**src/rtl/sel_a2f.sv**
```systemverilog
// sel_a2f: return-path selector merging RX IQ samples and ECPU response words
// into a single FTDI TX word stream. ECPU words take priority over samples.
// Optional build macro: SEL_A2F_SIGN_EXT_EN (sign-extend packed I/Q fields).
module sel_a2f #(
    parameter int unsigned FT_DATA_WIDTH    = 32,
    parameter int unsigned IQ_PAIR_WIDTH    = 24,
    parameter int unsigned QSTART_BIT_INDEX = 16,
    parameter int unsigned CNT_WIDTH        = 16
) (
    input  logic                     clk_i,
    input  logic                     rst_i,
    input  logic                     stream_en_i,
    input  logic [IQ_PAIR_WIDTH-1:0] fifo_data_i,
    input  logic                     fifo_empty_i,
    output logic                     fifo_re_o,
    input  logic [FT_DATA_WIDTH-1:0] cpu_data_i,
    input  logic                     cpu_valid_i,
    output logic                     cpu_ready_o,
    output logic [FT_DATA_WIDTH-1:0] data_o,
    output logic                     we_o,
    input  logic                     full_i,
    output logic                     busy_o,
    output logic [CNT_WIDTH-1:0]     tx_count_o
);

    localparam int unsigned HALF = IQ_PAIR_WIDTH / 2;
    localparam int unsigned QTOP = QSTART_BIT_INDEX + HALF;

`ifdef SEL_A2F_SIGN_EXT_EN
    // Bits between the I field and the Q field, and bits above the Q field.
    localparam logic [FT_DATA_WIDTH-1:0] I_EXT_MASK =
        FT_DATA_WIDTH'((64'd1 << QSTART_BIT_INDEX) - (64'd1 << HALF));
    localparam logic [FT_DATA_WIDTH-1:0] Q_EXT_MASK =
        FT_DATA_WIDTH'(~((64'd1 << QTOP) - 64'd1));
`endif

    typedef enum logic {
        ST_IDLE,
        ST_RD
    } state_t;

    state_t                   r_state;
    state_t                   w_state_nxt;
    logic [FT_DATA_WIDTH-1:0] r_data;
    logic                     r_we;
    logic [CNT_WIDTH-1:0]     r_count;

    logic                     w_slot_free;
    logic                     w_xfer;
    logic                     w_cpu_ready;
    logic                     w_fifo_re;
    logic [HALF-1:0]          w_q;
    logic [HALF-1:0]          w_i;
    logic [FT_DATA_WIDTH-1:0] w_packed;

    assign w_xfer      = r_we & ~full_i;
    assign w_slot_free = ~r_we | ~full_i;
    assign w_q         = fifo_data_i[IQ_PAIR_WIDTH-1:HALF];
    assign w_i         = fifo_data_i[HALF-1:0];

    // Pack one IQ pair into an FTDI word (Q at QSTART_BIT_INDEX, I at bit 0).
    always_comb begin
        w_packed                        = '0;
        w_packed[QTOP-1:QSTART_BIT_INDEX] = w_q;
        w_packed[HALF-1:0]              = w_i;
`ifdef SEL_A2F_SIGN_EXT_EN
        w_packed = w_packed
                 | ({FT_DATA_WIDTH{w_i[HALF-1]}} & I_EXT_MASK)
                 | ({FT_DATA_WIDTH{w_q[HALF-1]}} & Q_EXT_MASK);
`endif
    end

    // Next-state and handshake decode: ECPU word first, then a sample read.
    always_comb begin
        w_state_nxt = r_state;
        w_cpu_ready = 1'b0;
        w_fifo_re   = 1'b0;
        case (r_state)
            ST_IDLE: begin
                if (cpu_valid_i && w_slot_free) begin
                    w_cpu_ready = 1'b1;
                end else if (stream_en_i && !fifo_empty_i && w_slot_free) begin
                    w_fifo_re   = 1'b1;
                    w_state_nxt = ST_RD;
                end
            end
            ST_RD: begin
                w_state_nxt = ST_IDLE;
            end
            default: begin
                w_state_nxt = ST_IDLE;
            end
        endcase
    end

    // State register.
    always_ff @(posedge clk_i or posedge rst_i) begin
        if (rst_i) begin
            r_state <= ST_IDLE;
        end else begin
            r_state <= w_state_nxt;
        end
    end

    // TX word register: load ECPU word or packed sample, drop we_o once taken.
    // The RD load needs no slot test: the read was only issued with the slot
    // free, and the branch below cleared we_o if that word transferred.
    always_ff @(posedge clk_i or posedge rst_i) begin
        if (rst_i) begin
            r_data <= '0;
            r_we   <= 1'b0;
        end else if (w_cpu_ready) begin
            r_data <= cpu_data_i;
            r_we   <= 1'b1;
        end else if (r_state == ST_RD) begin
            r_data <= w_packed;
            r_we   <= 1'b1;
        end else if (w_xfer) begin
            r_we   <= 1'b0;
        end
    end

    // Count words accepted by the FTDI; wraps naturally.
    always_ff @(posedge clk_i or posedge rst_i) begin
        if (rst_i) begin
            r_count <= '0;
        end else if (w_xfer) begin
            r_count <= r_count + 1'b1;
        end
    end

    // Combinational strobes are forced low while reset is held.
    assign cpu_ready_o = w_cpu_ready & ~rst_i;
    assign fifo_re_o   = w_fifo_re & ~rst_i;
    assign data_o      = r_data;
    assign we_o        = r_we;
    assign busy_o      = (r_state != ST_IDLE) | r_we;
    assign tx_count_o  = r_count;

endmodule
```
**config.mk**
```make
export PLATFORM = sky130hd
export DESIGN_NAME = sel_a2f
export DESIGN_NICKNAME = d
export VERILOG_FILES = /design/src/rtl/sel_a2f.sv
export SDC_FILE = /design/constraint.sdc
export NUM_CORES = 1
export LEC_CHECK = 0
export CORE_ASPECT_RATIO = 2
export CORE_UTILIZATION = 35
export DETAILED_ROUTE_END_ITERATION = 7
export PLACE_DENSITY = 0.84
export SLEW_MARGIN = 20
export SYNTH_ARGS = -nofsm -noshare
export SYNTH_HDL_FRONTEND = slang
export SYNTH_SLANG_ARGS = --single-unit
```
**constraint.sdc**
```tcl
create_clock -name clk_i -period 1.4 [get_ports clk_i]
set_input_delay 0.28 -clock clk_i [delete_from_list [all_inputs] [get_ports clk_i]]
set_output_delay 0.28 -clock clk_i [all_outputs]
set_load 0.005 [all_outputs]
```
== Word level (Yosys, flattened, before mapping) ==
Index checks and enable logic that the tools add are counted.

* Add/subtract/negate cells: 1
* Mux-type cells: 11
* Bitwise gates (word level): 9
* Reduce and logical (&&, ||, !) cells: 6

{| class="wikitable"
|+ Operators by type and width
! kind !! count
|-
| 32-bit two-way mux || 2
|-
| 16-bit by 1-bit adder with 16-bit output (second input constant) || 1
|-
| 1-bit two-way mux || 8
|-
| 1-bit inverter || 4
|-
| 1-bit AND || 3
|-
| 1-bit logical AND || 3
|-
| 3-bit nonzero test || 1
|-
| 1-bit bitwise OR || 2
|-
| 1-bit one-hot mux with 2 select lines || 1
|-
| 2-bit nonzero test || 1
|-
| 1-bit logical NOT || 1
|}

* Register bits: 50
* Input port bits: 62
* Word-level logic and storage cells: 31

== Logic depth before layout (Yosys ltp) ==
* Depth in word-level cells: 7
* Mapped depth: 5

== Worst setup path before layout ==
Ideal clock, no wire load.

* Path type: flip-flop to output port
* Start point: reg r_state
* End point: out fifo_re_o
* Arrival time: 1.092 ns
* Data required time: 1.120 ns
* Slack: 0.028 ns
* Stages on the path, launching flop included: 4
* Buffers on the path: 2
* Cells stage by stage: dfrtp_1 > buf_4 > clkbuf_1 > nor4_1

* Word-level cells in the longest chain between the ends: 2

{| class="wikitable"
|+ Ends and longest elaborated chain
! item !! line !! text
|-
| from (decl) || 42 || <nowiki>state_t r_state;</nowiki>
|-
| from (signal assigned) || 101 || <nowiki>r_state <= w_state_nxt;</nowiki>
|-
| 1-bit two-way mux || 78 || <nowiki>case (r_state)</nowiki>
|-
| 1-bit AND || 134 || <nowiki>assign fifo_re_o = w_fifo_re & ~rst_i;</nowiki>
|-
| to (decl) || 15 || <nowiki>output logic fifo_re_o,</nowiki>
|}

No other way between the ends.

== Worst setup path in the final report ==
* Start point: reg r_we (netlist: we_o)
* End point: out fifo_re_o

* Word-level cells in the longest chain between the ends: 7
* Elaborated cells on any way between the ends: 8
* Classes of those cells: 3 x mux; 3 x bitwise; 2 x reduce/logical

{| class="wikitable"
|+ Ends and longest elaborated chain
! item !! line !! text
|-
| from (decl) || 45 || <nowiki>logic r_we;</nowiki>
|-
| from (signal assigned) || 111 || <nowiki>r_we <= 1'b0;</nowiki>
|-
| from (signal assigned) || 114 || <nowiki>r_we <= 1'b1;</nowiki>
|-
| from (signal assigned) || 117 || <nowiki>r_we <= 1'b1;</nowiki>
|-
| 1-bit inverter (*) || 57 || <nowiki>assign w_slot_free = ~r_we | ~full_i;</nowiki>
|-
| 1-bit bitwise OR (*) || 57 ||
|-
| 1-bit logical AND || 82 || <nowiki>end else if (stream_en_i && !fifo_empty_i && w_slot_free) begin</nowiki>
|-
| 1-bit two-way mux || 82 ||
|-
| 1-bit two-way mux (*) || 80 || <nowiki>if (cpu_valid_i && w_slot_free) begin</nowiki>
|-
| 1-bit two-way mux (*) || 78 ||
|-
| 1-bit AND (*) || 134 ||
|}

Every way passes the cells marked *; elsewhere a longest branch is shown, timed or not.

==> flow_metrics.env <==
export IMPL_start_util_pct=36.23
export IMPL_switchingPower_mw=1.319
export IMPL_drcViolationCount=6
export IMPL_routedWlPerCell_um=17.21
export IMPL_seqCellArea_um2=1254
export IMPL_totalPowerFinal_mw=5.152
export IMPL_stdcell_area_um2=4071
export IMPL_worstReg2RegStart="we_o"
export IMPL_cts_made_buffers=5
export IMPL_slew_viol_final=0
export IMPL_synth_top_area_share_pct=57.50
export IMPL_synthesis_nets=229
export IMPL_diodes=0
export IMPL_path_max_fanout=3
export IMPL_required_ns=1.12
export IMPL_groute_usage_overall_pct=20.11
export IMPL_grt_pass1_wl_mm=9.998
export IMPL_power_leakage_nw=2.141
export IMPL_yosys_area_top_type="dfrtp_1"
export IMPL_path_class="reg2out"
export IMPL_core_region_area_um2=6006
export IMPL_max_cap_viol_count=0
export IMPL_ff2ff_path_depth=9
export IMPL_grt_overflow_total=0
export IMPL_clkPwrFrac_pct=31.1
export IMPL_routed_wl_mm=6.851
export IMPL_numPortBuffers=113
export IMPL_hold_path_cell_count=3
export IMPL_die_h_um=113.5
export IMPL_grt_max_degree=51
export IMPL_yosys_cell_types_count=30
export IMPL_cts_max_level=2
export IMPL_arrival_ns=1.39
export IMPL_cts_tree="done"
export IMPL_yosysSeqAreaShare_pct=57.50
export IMPL_finalHoldViolations=0
export IMPL_instances_no_fill=398
export IMPL_layout_drive_gt1_share_pct=26.27
export IMPL_vias=2059
export IMPL_finClkSkew_ns=0.006352
export IMPL_yosysWarnings=0
export IMPL_fmax_mhz=599.1
export IMPL_rr_endpoint="data_o[4]"
export IMPL_ios=114
export IMPL_status="finished, violations left"
export IMPL_clkTransAtPathRegs_ns=0.07
export IMPL_hold_start="cpu_valid_i"
export IMPL_combPwrFrac_pct=33.2
export IMPL_cts_sink_count=50
export IMPL_dieArea_um2=6555
export IMPL_multi_input_area_um2=915.9
export IMPL_worst_hold_path_endpoint="r_state"
export IMPL_pwr_density_cell_nw_per_um2=1265
export IMPL_worst_pin_slew_ns=0.2812
export IMPL_n_fill_cell=471
export IMPL_cp_start_kind="flip-flop"
export IMPL_finalWorstSetupSlack_ns=-0.2692
export IMPL_seqPwrFrac_pct=35.7
export IMPL_antenna_found_initial=0
export IMPL_dp_hpwl_mm=4.389
export IMPL_area_delta_synth_final_pct=87.12
export IMPL_synthesis_area_um2=2176
export IMPL_detail_route_iter0_violations=76
export IMPL_relSlewSlack_pct=81.26
export IMPL_placementRows=40
export IMPL_syn_area_per_cell_um2=13.11
export IMPL_setup_violations=31
export IMPL_final_util_pct=67.79
export IMPL_placed_cell_area_um2=3506
export IMPL_holdBufCountCts=0
export IMPL_finalWeightedCongestion=0.7663
export IMPL_rsz0062_at_grt="yes"
export IMPL_grt_pass1_vias=2128
export IMPL_clkLatencyLatePin_ns=0.29
export IMPL_finalNetCount=397
export IMPL_finalCriticalPeriod_ns=1.669
export IMPL_first_pass_iters=8
export IMPL_ant_nets=0
export IMPL_fp_dieW_um=57.75
export IMPL_min_path_type="in2reg"
export IMPL_cts_buffer_depth=2
export IMPL_r2r_setup_slack_ns=-0.16
export IMPL_syn_inst=166
export IMPL_peakVddDrop_mv=0.6518
export IMPL_switching_share_pct=25.59
export IMPL_place_inst=352
export IMPL_violations="design-rule violations, negative setup slack"
export IMPL_finalCritPeriodShare_pct=119.2
export IMPL_cts_root_buffer_cell="clkbuf_16"
export IMPL_endpoint_kind="primary output"
export IMPL_ys_ff_latch=50
export IMPL_hold_slack_ns=0.4221
export IMPL_viasPerCell=5.173
export IMPL_synthTopCellsByArea="dfrtp_1 58%, a22o_1 13%, a21o_1 8.3%, xnor2_1 4.0%, xor2_1 2.0%"
export IMPL_internal_power_mw=3.833
==> critical path, cell delays in order, from the launching register on <==
cell,delay (ns)
dfrtp_1,0.39
buf_6,0.12
nand2_4,0.06
nand3b_1,0.12
nor4_2,0.26
buf_2,0.14
==> synthesized netlist by cell type (all sizes together) <==
master	instances
nand2	5
nand4	6
and3	1
nor2	5
nand4b	1
xor2	5
a22o	32
xnor2	10
a21oi	1
inv	1
clkbuf	2
nor4	2
buf	7
dfrtp	50
mux2	1
a21o	24
or2	1
ha	1
and2b	1
nand3	5
nor3	2
and4	1
nand3b	2
==> area by class of cell <==
class,count,area share (%)
repair buffers,170,39.71
clock inverters,2,1.475
clock buffers,6,3.411
well taps,63,1.936
flip-flops and latches,50,30.79
multi-input cells,106,22.50
inverters,1,0.1844
==> flip-flops by register name, summed over array words and instances, names as in the netlist <==
register / flops
data_o: 32
r_state: 1
tx_count_o: 16
we_o: 1
==> power by group through the flow <==
stage / Sequential [mW] / Clock (mW) / Combinational (mW)
after floorplan: 1.95 / 0 / 0.448
after global placement: 1.91 / 0 / 1.39
after detailed placement: 1.92 / 0 / 1.42
after CTS: 1.83 / 1.63 / 1.53
after global routing: 1.87 / 1.67 / 1.84
final: 1.84 / 1.60 / 1.71
==> what timing repair did <==
item / CTS / global route
gates cloned: 0 / 3
gates resized for setup: 72 / 14
pin swaps: 6 / 28
setup buffers: 24 / 12
setup endpoints to repair: 83 / 36
==> worst max path at each step <==
stage	from	endpoint	slack [ns]
finish	we_o	fifo_re_o	-0.27
global route	we_o	fifo_re_o	-0.37
CTS	we_o	fifo_re_o	-0.24
detailed placement	full_i	fifo_re_o	-0.58
global placement	full_i	fifo_re_o	-0.56
floorplan	r_state	fifo_re_o	0.03
==> cell usage in the layout, fill, tap and decap left out, drive strengths merged, types with 5 or more instances in the layout <==
cell / count
a21o: 24
buf: 57
clkbuf: 8
xor2: 5
nand3: 5
nor2: 5
clkdlybuf4s50: 59
a22o: 32
dfrtp: 50
nand2: 5
dlygate4sd2: 49
xnor2: 10
nand4: 6
==> routing by layer <==
layer | track usage [%] | share of wire [%]
met1 | 20.00 | 34
met2 | 38.22 | 59
met3 | 3.515 | 4.1
met4 | 10.32 | 3.2
met5 | 0 | 0
==> cells by family (layout without fill, tap and decap cells) <==
kind of cell,after synthesis,in the layout,synth area share [%]
compound gates,57,57,21.91
fa+ha+maj,1,1,0.5750
simple gates,32,32,10.35
xor+xnor,15,15,6.038
mux,1,1,0.5175
buf+inv,10,179,3.105
flops,50,50,57.50
==> through the flow <==
step	setup WS, ns	TNS, ns
global route	-0.3681	-5.978
CTS	-0.2447	-0.6882
floorplan	0.02804	0
global placement	-0.5628	-14.78
finish	-0.2692	-4.215
detailed placement	-0.5820	-17.37
Power figures use the tool's default switching activity.
